===== config.mk =====
export PLATFORM = sky130hd
export DESIGN_NAME = intr_ccr_sequencer
export DESIGN_NICKNAME = d
export VERILOG_FILES = /design/src/rtl/intr_ccr_sequencer.sv
export SDC_FILE = /design/constraint.sdc
export NUM_CORES = 1
export LEC_CHECK = 0
export CAP_MARGIN = 25
export CORE_MARGIN = 8
export CORE_UTILIZATION = 36
export DETAILED_ROUTE_END_ITERATION = 12
export GPL_TIMING_DRIVEN = 0
export PLACE_DENSITY = 0.71
export SETUP_SLACK_MARGIN = 0.05
export SLEW_MARGIN = 20
export SYNTH_ARGS = -nofsm -noshare
export SYNTH_HDL_FRONTEND = slang
export SYNTH_SLANG_ARGS = --single-unit

===== constraint.sdc =====
create_clock -name CLK -period 4.5 [get_ports CLK]
set_clock_uncertainty 0.2 [all_clocks]
set_input_delay 1.35 -clock CLK [delete_from_list [all_inputs] [get_ports CLK]]
set_output_delay 1.35 -clock CLK [all_outputs]
set_load 0.01 [all_outputs]

===== src/rtl/intr_ccr_sequencer.sv =====
// Interrupt entry/exit sequencer: freezes fetch, drains, saves flags, pushes the
// return PC, fetches the vector and redirects the PC; RTI restores the flags.
module intr_ccr_sequencer #(
    parameter int                ADDR_W      = 8,
    parameter logic [ADDR_W-1:0] VEC_ADDR    = 8'h01,
    parameter int                SYNC_STAGES = 2
) (
    input  logic              CLK,
    input  logic              RST,
    input  logic              INTR,
    input  logic              Pipe_Empty,
    input  logic              Is_RTI,
    input  logic [ADDR_W-1:0] PC_in,
    input  logic              Stack_Ack,
    input  logic              Vec_Valid,
    input  logic [ADDR_W-1:0] Vec_Data,
    output logic              Freeze,
    output logic              CCR_Save,
    output logic              CCR_Restore,
    output logic              Stack_Push,
    output logic [ADDR_W-1:0] Stack_Data,
    output logic              Vec_Rd,
    output logic [ADDR_W-1:0] Vec_Addr,
    output logic              PC_Load,
    output logic [ADDR_W-1:0] PC_Load_Val,
    output logic              In_Service
);

    typedef enum logic [2:0] {
        IDLE,
        DRAIN,
        SAVE,
        PUSH,
        FETCH_VEC,
        LOAD_PC,
        SERVICE,
        RESTORE
    } state_t;

    state_t r_state;
    state_t w_state_next;

    logic [SYNC_STAGES-1:0] r_sync;
    logic                   r_sync_prev;
    logic                   r_pending;
    logic [ADDR_W-1:0]      r_ret_pc;
    logic [ADDR_W-1:0]      r_vec;

    logic w_sync_out;
    logic w_edge;

    assign w_sync_out = r_sync[SYNC_STAGES-1];
    assign w_edge     = w_sync_out & ~r_sync_prev;

    // Synchronizer, edge register and one-deep pending request
    always_ff @(posedge CLK or posedge RST) begin
        if (RST) begin
            r_sync      <= '0;
            r_sync_prev <= 1'b0;
            r_pending   <= 1'b0;
        end else begin
            r_sync      <= {r_sync[SYNC_STAGES-2:0], INTR};
            r_sync_prev <= w_sync_out;
            // A new edge in the LOAD_PC cycle outranks the clear
            r_pending   <= w_edge | (r_pending & (r_state != LOAD_PC));
        end
    end

    always_ff @(posedge CLK or posedge RST) begin
        if (RST) begin
            r_ret_pc <= '0;
            r_vec    <= '0;
        end else begin
            if (r_state == SAVE) begin
                r_ret_pc <= PC_in;
            end
            if (r_state == FETCH_VEC && Vec_Valid) begin
                r_vec <= Vec_Data;
            end
        end
    end

    always_ff @(posedge CLK or posedge RST) begin
        if (RST) begin
            r_state <= IDLE;
        end else begin
            r_state <= w_state_next;
        end
    end

    always_comb begin
        w_state_next = r_state;
        Freeze       = 1'b0;
        CCR_Save     = 1'b0;
        CCR_Restore  = 1'b0;
        Stack_Push   = 1'b0;
        Stack_Data   = '0;
        Vec_Rd       = 1'b0;
        Vec_Addr     = '0;
        PC_Load      = 1'b0;
        PC_Load_Val  = '0;
        In_Service   = 1'b0;
        case (r_state)
            IDLE: begin
                if (r_pending) begin
                    w_state_next = DRAIN;
                end
            end
            DRAIN: begin
                Freeze = 1'b1;
                if (Pipe_Empty) begin
                    w_state_next = SAVE;
                end
            end
            SAVE: begin
                Freeze       = 1'b1;
                CCR_Save     = 1'b1;
                w_state_next = PUSH;
            end
            PUSH: begin
                Freeze     = 1'b1;
                Stack_Push = 1'b1;
                Stack_Data = r_ret_pc;
                if (Stack_Ack) begin
                    w_state_next = FETCH_VEC;
                end
            end
            FETCH_VEC: begin
                Freeze   = 1'b1;
                Vec_Rd   = 1'b1;
                Vec_Addr = VEC_ADDR;
                if (Vec_Valid) begin
                    w_state_next = LOAD_PC;
                end
            end
            LOAD_PC: begin
                Freeze       = 1'b1;
                PC_Load      = 1'b1;
                PC_Load_Val  = r_vec;
                w_state_next = SERVICE;
            end
            SERVICE: begin
                In_Service = 1'b1;
                if (Is_RTI) begin
                    w_state_next = RESTORE;
                end
            end
            RESTORE: begin
                CCR_Restore  = 1'b1;
                In_Service   = 1'b1;
                w_state_next = IDLE;
            end
            default: begin
                w_state_next = IDLE;
            end
        endcase
    end

endmodule


==> metrics.csv <==
metric,value,unit
p_leak,0.825,nW
synthCells,104,
ir_worst_vdd,0.000235,V
hold_path.startpoint,r_sync[0]$_DFF_PP0_,
yosysUniqueCellTypes,27,
critPathRequiredTime,2.95,ns
grt_max_degree,24,
ys_seq_elements,23,
cts_buffer_depth,2,
critPathCaptureType,output pin,
pwr-share-seq,0.337,
grt_use_total,0.112,
outcome,"finished, final reports clean",
first_global_vias,998,
max_stage_delay,0.54,ns
crit_slowest_cell,clkdlybuf4s50_1,
postRouteWirelength,2850,µm
wl_per_cell,13.8,µm
ys_warn_count,0,
ys_seq_area_frac,0.479,
layout-drive-gt1-share,0.224,
chipWidth,73.8,µm
ant_nets,0,
synth-main-ff-cell,dfrtp_1,
async_reset_ff_frac,1.00,
drtPass1Iterations,4,
cts-resized-gates,0,
vias,915,
crit_chain,ha_1 > nor2b_1 > clkbuf_1 > and2_1 > clkdlybuf4s50_1,
cap_violations,0,
fin_crit_sh,0.832,
regArea,576,µm²
powerDensity,565,mW/mm²
clk_pin_slew,0.13,ns
combinationalPowerShare,0.564,
grt_pass1_wl,4710,µm
syn_area,0.00120,mm²
fin_tns_setup,0,ns
core,0.00326,mm²
io_pins,54,
worst_slack,0.755,ns
power,1.02,mW
clkPwrFrac,0.099,
drc,0,
hpwlAfterDp,2230,µm
grt_overflow_total,0,
syn_to_final_growth,49.8,%
regToRegStartpoint,r_state[1]$_DFFE_PP0P_,
p_int,0.662,mW
p_switching,0.355,mW
start_util,0.369,
cts_setup_buffers,0,
cts_tree,built,
gp_congestion,0.783,
pre_cts_ws,1.10,ns
hp-class,flip-flop to flip-flop,
syn_avg_cell_area,11.5,µm²
root_buffer,clkbuf_4,
clkLatencyLatePin,0.32,ns
hold_violations,0,
fin_nets,189,
clock_sinks,23,
crit_path_max_fanout,9,
antenna_found_initial,0,
finalSetupViolCount,0,
clock.fmax,0.267,GHz
postCtsHoldBufs,0,
die-area,0.00544,mm²
viasPerCell,4.42,
crit_type,flip-flop to output pin,
fin_crit,3.74,ns
cts_made_buffers,3,
drtIter0Drc,23,
multi_input_area,536,µm²
rows,21,
switching_share,0.349,
slew_violations,0,
rsz0062_at_grt,no,
io_buffers,46,
arrival,2.19,ns
setup.worst_path.start,r_state[1]$_DFFE_PP0P_,
num-fill-cells,319,
diodes,0,
cp-start-kind,flip-flop,
synth-edff-count,0,
h-tree-depth,1,
fp.dieH,73.8,µm
holdWs,0.167,ns
## cells in the mapped netlist, drive strengths merged, types with 2 or more instances
cell type / n / area share
nor3: 2 / 0.0083
ha: 4 / 0.042
o211ai: 2 / 0.021
clkbuf: 3 / 0.0094
nor2: 2 / 0.0063
mux2: 17 / 0.16
and2b: 2 / 0.012
dfrtp: 23 / 0.48
nor2b: 2 / 0.010
and3: 8 / 0.042
nand2: 3 / 0.011
and2: 11 / 0.058
inv: 6 / 0.019
buf: 10 / 0.066
## cells by family after synthesis
logic type,synth area share
flip-flops,0.479
AO/OA/AOI/OAI,0.0563
AND/OR/NAND/NOR,0.155
adder cells (fa/ha/maj),0.0417
other,0.00312
buffers and inverters,0.0937
multiplexers,0.171
## worst max-delay path, delay by kind of cell, from the launching register on
family	cells	cell delay, ns
buffers and inverters	2	0.80
flip-flops	1	0.42
AND/OR/NAND/NOR	2	0.33
adder cells (fa/ha/maj)	1	0.32
## metal layers
layer	global-route usage	vias up	share of wire
li1	-	445	-
met2	0.171	39	0.45
met4	0.0399	0	0.013
met5	0	-	0
met1	0.127	426	0.41
met3	0.0641	5	0.13
## placed cells by master (no fill, tap or decap)
cell type and count:
nand3b_1 1, nand2_2 1, clkdlybuf4s50_1 46, conb_1 7, mux2i_1 1, a211oi_1 1, buf_16 1, clkinvlp_4 1
and2b_1 2, and2_1 10, o21bai_1 1, dfrtp_1 23, mux2_4 1, o211ai_2 2, nand2_1 2, clkbuf_4 3
nor2b_1 2, a21oi_1 1, ha_1 4, and2_2 1, o22ai_1 1, o21a_1 1, nor3_1 2, and3_1 8
buf_6 1, a2bb2oi_1 1, clkbuf_1 3, buf_4 9, inv_1 6, nor2_1 2, mux2_2 16
## power by group through the flow
| stage | clock network [mW] | registers [mW] | logic [mW] |
|---|---|---|---|
| 3_5_place_dp | 0 | 0.348 | 0.574 |
| 3_3_place_gp | 0 | 0.341 | 0.565 |
| 6_report | 0.101 | 0.343 | 0.573 |
| 4_1_cts | 0.105 | 0.344 | 0.578 |
| 2_1_floorplan | 0 | 0.333 | 0.356 |
| 5_1_grt | 0.115 | 0.354 | 0.628 |
## final cells by class
cell class | instances | share of cell area
Tap cell | 46 | 0.0320
Multi-Input combinational cell | 68 | 0.298
Buffer | 13 | 0.0501
Sequential cell | 23 | 0.320
Inverter | 6 | 0.0125
Clock buffer | 3 | 0.0125
Clock inverter | 1 | 0.00417
Timing Repair Buffer | 47 | 0.271
## worst paths after layout
kind	end	slack [ns]	cells past startpoint
hold reg to reg	r_sync[1]$_DFF_PP0_	0.17	0
setup reg to reg	r_state[1]$_DFFE_PP0P_	2.69	6
hold / removal	r_sync[1]$_DFF_PP0_	0.17	0
max in group asynchronous	r_vec[4]$_DFFE_PP0P_	2.61	3
setup / recovery	Stack_Data[3]	0.76	5
min in group asynchronous	r_ret_pc[7]$_DFFE_PP0P_	1.09	2
## metrics by stage
stage,instances,util,instance area (µm²)
floorplan,110,-,1220
global placement,202,0.535,1740
detailed placement,202,0.535,1740
CTS,206,0.544,1770
global route,207,0.552,1800
finish,207,0.552,1800
## sequential cells by signal (all words and copies together), names as in the netlist
| name | count |
|---|---|
| r_pending | 1 |
| r_ret_pc | 8 |
| r_state | 3 |
| r_sync | 2 |
| r_sync_prev | 1 |
| r_vec | 8 |
No activity file was read; power rests on OpenSTA's default activity.
